[src/rtl/pokey_pkg.sv]
// Shared POKEY definitions: AUDCTL bit positions and default reload offsets
// for the channel dividers.
package pokey_pkg;

  localparam int AC_CH1FAST = 6;
  localparam int AC_CH3FAST = 5;
  localparam int AC_J12     = 4;
  localparam int AC_J34     = 3;

  localparam int OFS8_DEF  = 3;
  localparam int OFS16_DEF = 6;

endpackage

[src/rtl/aud_div_pair.sv]
// One low/high audio channel pair: two 9-bit dividers, or a single 17-bit
// divider when joined, with fast-source reload offsets and underflow pulses.
module aud_div_pair
  import pokey_pkg::*;
#(
  parameter int OFS8  = OFS8_DEF,
  parameter int OFS16 = OFS16_DEF
) (
  input  logic       clk,
  input  logic       resetN,
  input  logic       cpuClk,
  input  logic       audClock,
  input  logic       fast,
  input  logic       join_en,
  input  logic       load,
  input  logic       init,
  input  logic [7:0] audf_lo,
  input  logic [7:0] audf_hi,
  output logic [1:0] pulse
);

  logic [8:0]  cnt_lo_q, cnt_lo_d;
  logic [8:0]  cnt_hi_q, cnt_hi_d;
  logic [16:0] cnt_j_q, cnt_j_d;
  logic [1:0]  pulse_q, pulse_d;

  logic [8:0]  rel_lo, rel_hi;
  logic [16:0] rel_j;
  logic        tick_lo, tick_hi;

  // Reload sums are widened before the add so 255+OFS8 and 65535+OFS16 never wrap.
  assign rel_lo  = {1'b0, audf_lo} + (fast ? 9'(OFS8) : 9'd0);
  assign rel_hi  = {1'b0, audf_hi};
  assign rel_j   = {1'b0, audf_hi, audf_lo} + (fast ? 17'(OFS16) : 17'd0);
  assign tick_lo = cpuClk & (fast | audClock);
  assign tick_hi = cpuClk & audClock;

  always_comb begin
    cnt_lo_d = cnt_lo_q;
    cnt_hi_d = cnt_hi_q;
    cnt_j_d  = cnt_j_q;
    pulse_d  = 2'b00;
    if (init) begin
      if (cpuClk) begin
        cnt_lo_d = rel_lo;
        cnt_hi_d = rel_hi;
        cnt_j_d  = rel_j;
      end
    end else if (load) begin
      cnt_lo_d = rel_lo;
      cnt_hi_d = rel_hi;
      cnt_j_d  = rel_j;
    end else if (join_en) begin
      // Joined pair runs on the low channel's source; only the high bit pulses.
      if (tick_lo) begin
        if (cnt_j_q == 17'd0) begin
          cnt_j_d    = rel_j;
          pulse_d[1] = 1'b1;
        end else begin
          cnt_j_d = cnt_j_q - 17'd1;
        end
      end
    end else begin
      if (tick_lo) begin
        if (cnt_lo_q == 9'd0) begin
          cnt_lo_d   = rel_lo;
          pulse_d[0] = 1'b1;
        end else begin
          cnt_lo_d = cnt_lo_q - 9'd1;
        end
      end
      if (tick_hi) begin
        if (cnt_hi_q == 9'd0) begin
          cnt_hi_d   = rel_hi;
          pulse_d[1] = 1'b1;
        end else begin
          cnt_hi_d = cnt_hi_q - 9'd1;
        end
      end
    end
  end

  always_ff @(posedge clk) begin
    if (!resetN) begin
      cnt_lo_q <= '0;
      cnt_hi_q <= '0;
      cnt_j_q  <= '0;
      pulse_q  <= '0;
    end else begin
      cnt_lo_q <= cnt_lo_d;
      cnt_hi_q <= cnt_hi_d;
      cnt_j_q  <= cnt_j_d;
      pulse_q  <= pulse_d;
    end
  end

  assign pulse = pulse_q;

endmodule

[src/rtl/aud_chan_sched.sv]
// Audio channel clock scheduler: two divider pairs plus the STIMER pending
// flag and per-pair join-change detection that force aligned reloads.
module aud_chan_sched
  import pokey_pkg::*;
#(
  parameter int OFS8  = OFS8_DEF,
  parameter int OFS16 = OFS16_DEF
) (
  input  logic       clk,
  input  logic       resetN,
  input  logic       cpuClk,
  input  logic       audClock,
  input  logic       init,
  input  logic       stimer,
  input  logic [7:0] audctl,
  input  logic [7:0] audf1,
  input  logic [7:0] audf2,
  input  logic [7:0] audf3,
  input  logic [7:0] audf4,
  output logic [3:0] chanOut
);

  logic       st_pend_q, st_pend_d;
  logic [1:0] jp_q, jp_d;
  logic [1:0] join_q, join_d;
  logic [1:0] join_now;
  logic [1:0] chg;
  logic [1:0] ld;
  logic [1:0] p12, p34;
  logic       unused_audctl;

  assign join_now      = {audctl[AC_J34], audctl[AC_J12]};
  assign chg           = join_now ^ join_q;
  assign unused_audctl = ^{audctl[7], audctl[2:0]};

  // A pending request (or one arriving on this very clk) is served by the
  // next cpuClk; STIMER and a join change in the same window merge into one reload.
  assign ld[0] = cpuClk & (st_pend_q | stimer | jp_q[0] | chg[0]);
  assign ld[1] = cpuClk & (st_pend_q | stimer | jp_q[1] | chg[1]);

  always_comb begin
    st_pend_d = st_pend_q | stimer;
    jp_d      = jp_q | chg;
    join_d    = join_now;
    if (init || cpuClk) begin
      st_pend_d = 1'b0;
      jp_d      = 2'b00;
    end
  end

  always_ff @(posedge clk) begin
    if (!resetN) begin
      st_pend_q <= 1'b0;
      jp_q      <= 2'b00;
      join_q    <= 2'b00;
    end else begin
      st_pend_q <= st_pend_d;
      jp_q      <= jp_d;
      join_q    <= join_d;
    end
  end

  aud_div_pair #(.OFS8(OFS8), .OFS16(OFS16)) u_pair12 (
    .clk      (clk),
    .resetN   (resetN),
    .cpuClk   (cpuClk),
    .audClock (audClock),
    .fast     (audctl[AC_CH1FAST]),
    .join_en  (audctl[AC_J12]),
    .load     (ld[0]),
    .init     (init),
    .audf_lo  (audf1),
    .audf_hi  (audf2),
    .pulse    (p12)
  );

  aud_div_pair #(.OFS8(OFS8), .OFS16(OFS16)) u_pair34 (
    .clk      (clk),
    .resetN   (resetN),
    .cpuClk   (cpuClk),
    .audClock (audClock),
    .fast     (audctl[AC_CH3FAST]),
    .join_en  (audctl[AC_J34]),
    .load     (ld[1]),
    .init     (init),
    .audf_lo  (audf3),
    .audf_hi  (audf4),
    .pulse    (p34)
  );

  assign chanOut = {p34, p12};

endmodule

[config.mk]
export PLATFORM = sky130hd
export DESIGN_NAME = aud_chan_sched
export DESIGN_NICKNAME = d
export VERILOG_FILES = /design/src/rtl/pokey_pkg.sv /design/src/rtl/aud_div_pair.sv /design/src/rtl/aud_chan_sched.sv
export SDC_FILE = /design/constraint.sdc
export NUM_CORES = 1
export LEC_CHECK = 0
export BUFFER_PORTS_ARGS = -buffer_cell sky130_fd_sc_hd__clkbuf_2
export CAP_MARGIN = 20
export CORE_MARGIN = 1.5
export CORE_UTILIZATION = 62
export CTS_BUF_LIST = sky130_fd_sc_hd__clkbuf_4 sky130_fd_sc_hd__clkbuf_8
export CTS_CLUSTER_SIZE = 10
export DETAILED_ROUTE_END_ITERATION = 12
export PLACE_DENSITY_LB_ADDON = 0.15
export RECOVER_POWER = 25
export SYNTH_ARGS = -nofsm -noshare
export SYNTH_HDL_FRONTEND = slang
export SYNTH_SLANG_ARGS = --single-unit
[constraint.sdc]
create_clock -name clk -period 3.3 [get_ports clk]
set_clock_uncertainty 0.05 [all_clocks]
set_input_delay 0.33 -clock clk [delete_from_list [all_inputs] [get_ports clk]]
set_output_delay 0.33 -clock clk [all_outputs]
set_load 0.1 [all_outputs]
## Yosys cells after proc, flatten, opt, wreduce, memory -nomap -nowiden

Index checks and enable logic that the tools add are counted.
Widths: inputs -> output; s select.

- Add/sub/neg operators: 10
- Equality and inequality tests: 3
- Reduce and logical (&&, ||, !) cells: 24
- Mux-type cells: 52
- Bitwise operators: 17

Operator list:

| operator | number |
|---|---|
| $mux 9 | 24 |
| $mux 17 | 12 |
| $logic_not 9->1 | 4 |
| $sub 9x1->9 const B | 4 |
| $add 16x17->17 | 2 |
| $logic_not 17->1 | 2 |
| $sub 17x1->17 const B | 2 |
| $add 8x9->9 | 2 |
| $reduce_and 3->1 | 6 |
| $reduce_bool 3->1 | 6 |
| $mux 1 | 12 |
| $reduce_or 5->1 | 2 |
| $or 1x1->1 | 7 |
| $mux 3 | 2 |
| $ne 3x2->1 const B | 2 |
| $reduce_or 3->1 | 2 |
| $and 1x1->1 | 5 |
| $mux 2 | 2 |
| $not 1->1 | 3 |
| $ne 2x1->1 const B | 1 |
| $or 2x2->2 | 1 |
| $reduce_or 2->1 | 1 |
| $xor 2x2->2 | 1 |
| $logic_or 1x1->1 | 1 |

- Word-level logic and storage cells: 119
- Output and inout port bits: 4
- Register bits: 79

## Longest topological paths before layout

- Depth in word-level cells: 7
- Mapped depth: 10
- Depth with buffers taken out: 9

## Cells and area by module

A second synthesis with hierarchy kept.

- Cells, all modules: 760
- Area, all modules: 5850.6 sq um

By module, submodules not included:

| module | instances | area each (sq um) | cells each | seq. area each (sq um) |
|---|---|---|---|---|
| aud_div_pair at u_pair12 | 1 | 2834.0 | 371 | 740.7 |
| aud_div_pair at u_pair34 | 1 | 2825.2 | 373 | 740.7 |
| aud_chan_sched | 1 | 191.4 | 16 | 100.1 |

## Least setup slack after synthesis

Ideal clock, no wire load.

- Kind: register -> register
- From: register u_pair12.cnt_lo_q[0]
- To: register u_pair12.cnt_lo_q[2]
- Setup slack: 0.896 ns
- Data arrival time: 2.284 ns
- Required time: 3.180 ns
- Stages on the path, launching flop included: 10
- Library setup time: 0.070 ns
- Cells stage by stage: dfxtp_1 inv_1 ha_1 or4b_1 or4_1 o21a_1 buf_2 nor3_1 o21ai_0 a21oi_1

- Longest elaborated chain between the ends: 6

Ends and longest elaborated chain:

| what | line | source |
|---|---|---|
| start, declared | aud_div_pair.sv:22 | `logic [8:0] cnt_lo_q, cnt_lo_d;` |
| start signal, assigned | aud_div_pair.sv:90 | `cnt_lo_q <= cnt_lo_d;` |
| $sub 9x1->9 / $logic_not 9->1 (equally long branches) | aud_div_pair.sv:69, aud_div_pair.sv:65 |  |
| $mux 9 (*) | aud_div_pair.sv:65 | `if (cnt_lo_q == 9'd0) begin` |
| $mux 9 (*) | aud_div_pair.sv:64 | `if (tick_lo) begin` |
| $mux 9 (*) | aud_div_pair.sv:53 | `end else if (join_en) begin` |
| $mux 9 (*) | aud_div_pair.sv:49 | `end else if (load) begin` |
| $mux 9 (*) | aud_div_pair.sv:43 | `if (init) begin` |

Mark *: on every way between the ends. The rest lies on a longest branch, timed or not. The select of a mux whose other input is x is not followed.
A chain may end at the register's enable or synchronous reset.

## Worst setup path in the final report

- From: register u_pair12.cnt_j_q[10]
- To: register u_pair12.cnt_j_q[9]

- Longest elaborated chain between the ends: 6

Ends and longest elaborated chain:

| what | line | source |
|---|---|---|
| start, declared | aud_div_pair.sv:24 | `logic [16:0] cnt_j_q, cnt_j_d;` |
| start signal, assigned | aud_div_pair.sv:92 | `cnt_j_q <= cnt_j_d;` |
| $logic_not 17->1 | aud_div_pair.sv:56 | `if (cnt_j_q == 17'd0) begin` |
| $mux 17 | aud_div_pair.sv:56 |  |
| $mux 17 | aud_div_pair.sv:55 | `if (tick_lo) begin` |
| $mux 17 | aud_div_pair.sv:53 |  |
| $mux 17 | aud_div_pair.sv:49 |  |
| $mux 17 | aud_div_pair.sv:43 |  |

Every way passes these cells. The select of a mux whose other input is x is not followed.

==> flow_summary.ini <==
[outcome]
status = completed

[routing]
drtIter0Drc = 277
wirelength_um = 14550
ant_nets = 0
vias_per_cell = 6.349
dr.pass1.iters = 5
post_drt_wl_per_cell_um = 16.11
drc = 0
vias = 5733

[power_and_ir_drop]
p_per_area_nw_per_um2 = 460.2
p_leak_nw = 2.302
total_power_mw = 2.751
clockPowerShare_pct = 24.1
sw_frac_of_total_pct = 38.08
seqPwrFrac_pct = 41.4
p_sw_mw = 1.048
ir_drop_mv = 0.3283
p_comb_share_pct = 34.5
p_int_mw = 1.703

[setup_path]
start_kind = flip-flop
critical_path_arrival_ns = 3.10
cp.required_ns = 3.51
path_class = reg2reg
worstPathBufferInverterCount = 1
crit_slowest_cell = o41ai_4
cp-startpoint = u_pair12.cnt_j_q[10]$_SDFFE_PN0P_
crit_chain = nor4_1 > nand4b_1 > o41ai_4 > buf_4 > o21ai_0 > a32o_1
crit_path_max_incr_delay_ns = 0.72
r2r_start = u_pair12.cnt_j_q[10]$_SDFFE_PN0P_
critPathMaxFanout = 13
end_kind = flip-flop
cp_top_family = compound AO/OA/AOI/OAI gates

[cts]
cts_resized = 0
root_buffer = clkbuf_8
clock-sinks = 79
cts_buffer_depth = 2
htreeDepth = 3
cts_tree = yes
cts_setup_buffers = 0
clk_pin_slew_worst_paths_ns = 0.08
cts_buffers = 9
clk-insertion-delay-late_ns = 0.36
ctsHoldBuffers = 0

[global_route]
grt_use_total_pct = 31.24
antenna_found_initial = 0
grt_overflow = 0
grt_pass1_wl_um = 24470
grt_max_degree = 52
grt_pass1_vias = 5342

[placement]
place.gp.congestion = 0.9252
dp.cells = 887
numPortBuffers = 45
post-dp-hpwl_um = 10660

[logic_synthesis]
synthAdderAreaFrac_pct = 4.637
synthMuxAreaShare_pct = 0.5456
synth.most_common_cell = nand2_1
ys_async_sr_fraction_pct = 0
synth_flop_cell = dfxtp_1
synth_compound_area_share_pct = 24.94
synth.area.top_cells = dfxtp_1 (29%), o21ai_0 (7.5%), nand2_1 (5.8%)
seq_area_frac_synth_pct = 28.73
synth_xor_area_share_pct = 6.206
yosysTopAreaCell = dfxtp_1
synth_top_area_share_pct = 28.73
syn_area_sq_um = 5504
synthDistinctLibCells = 66
synth_area_per_cell_sq_um = 7.271
synth_top_family_by_area = simple AND/OR/NAND/NOR gates
yosys_warnings = 0
synthSimpleGateAreaFrac_pct = 29.87
synth_nets = 821
synth_seq_cells = 79
synth_edf_count = 0
netlist_instances = 757
synth_common_cells = nand2_1 (85), o21ai_0 (82), dfxtp_1 (79)

[floorplanning]
io_pins = 50
dieArea_sq_um = 9452
start_util_pct = 63.42
row_count = 34
fp.dieW_um = 97.22
die_h_um = 97.22
coreArea_sq_um = 8678

[final_layout]
drive_gt1_share_pct = 11.82
area_growth_syn_to_layout_pct = 8.593
fin_cells = 903
num-nets-final = 854
fillers = 774
diodes = 0
area.sequential_sq_um = 1582
multi_input_area_sq_um = 3650

[sta]
whs_ns = 0.2115
rsz0062_at_grt = no
drv_slew = 0
setup_viol = 0
timing.fmax_ghz = 0.3460
post-route-period-util_pct = 87.58
timing.final.crit_period_ns = 2.890
finalSetupTns_ns = 0
final-hold-violation-count = 0
relSlewSlack_pct = 22.82
worst_pin_slew_ns = 1.163

[worst_hold_path]
hold_start = stimer
hold_class = in2reg

[job]
maxCapViolations = 0
-- path summary, 6_finish.rpt --
| kind | to | slack (ns) | cells past startpoint |
|---|---|---|---|
| max | u_pair12.cnt_j_q[9]$_SDFFE_PN0P_ | 0.41 | 6 |
| min | st_pend_q$_SDFF_PP0_ | 0.21 | 3 |
| max reg2reg | u_pair12.cnt_j_q[9]$_SDFFE_PN0P_ | 0.41 | 6 |
| min reg2reg | u_pair34.cnt_j_q[13]$_SDFFE_PN0P_ | 0.41 | 2 |
-- metrics by stage --
stage | util, % | instance area, sq um | worst slack, ns
floorplan | - | 5504 | 0.8958
detailed placement | 67.10 | 5823 | 0.4825
CTS | 69.10 | 5997 | 0.4459
global route | 68.87 | 5977 | 0.2439
global placement | 67.10 | 5823 | 0.6242
finish | 68.87 | 5977 | 0.4098
-- state kept, by name, summed over array words and instances, names as in the netlist --
name               cells
u_pair34.cnt_lo_q      9
join_q                 2
u_pair12.cnt_j_q      17
jp_q                   2
u_pair12.cnt_lo_q      9
u_pair12.pulse         2
u_pair34.cnt_hi_q      9
u_pair34.cnt_j_q      17
st_pend_q              1
u_pair34.pulse         2
u_pair12.cnt_hi_q      9
-- power groups by stage --
stage	sequential, mW	combinational (mW)	clock (mW)
finish	1.14	0.949	0.664
CTS	1.13	0.940	0.670
floorplan	1.13	0.713	0
global placement	1.15	0.904	0
detailed placement	1.15	0.934	0
global route	1.15	1.06	0.704
-- cell usage in the layout, fill, tap and decap left out, types with 8 or more instances in the layout --
cell type,instances
buf_4,15
xor2_1,23
nor4_1,13
a21oi_1,61
nor3_1,45
nand2_1,85
xnor2_1,16
dfxtp_1,79
o21a_1,8
inv_1,27
nor2_1,71
a32o_1,9
ha_1,14
a31oi_1,12
clkbuf_2,40
nor2b_1,9
o21ai_0,83
nand3_1,41
clkbuf_8,10
-- logic make-up (layout without fill, tap and decap cells) --
group / Yosys count / count (layout)
flops: 79 / 79
mux: 3 / 3
buf+inv: 66 / 104
fa+ha+maj: 18 / 18
simple gates: 327 / 327
compound gates: 225 / 225
xor+xnor: 39 / 39
-- metal layers --
layer  routed length (um)  up-vias  track usage (%)
met5                    0        -                0
met4                  477        0            13.74
met3                  917       39            5.396
met2                 7078      231            54.22
met1                 6073     2653            37.98
li1                     -     2810                -
-- worst register-to-register path, delay by kind of cell, from the launching register on --
| family | cells | cell delay (ns) |
|---|---|---|
| compound gates | 3 | 1.10 |
| simple gates | 2 | 0.97 |
| buf+inv | 1 | 0.30 |
| flops | 1 | 0.37 |
-- cell type report --
class                   instances  share of cell area, %
inverters                      27                  1.696
flip-flops and latches         79                  26.46
well taps                     108                  2.261
clock buffers                  10                  2.303
repair buffers                 61                  5.610
multi-input cells             612                  61.06
clock inverters                 6                 0.6071
No activity file was read; power rests on OpenSTA's default activity.
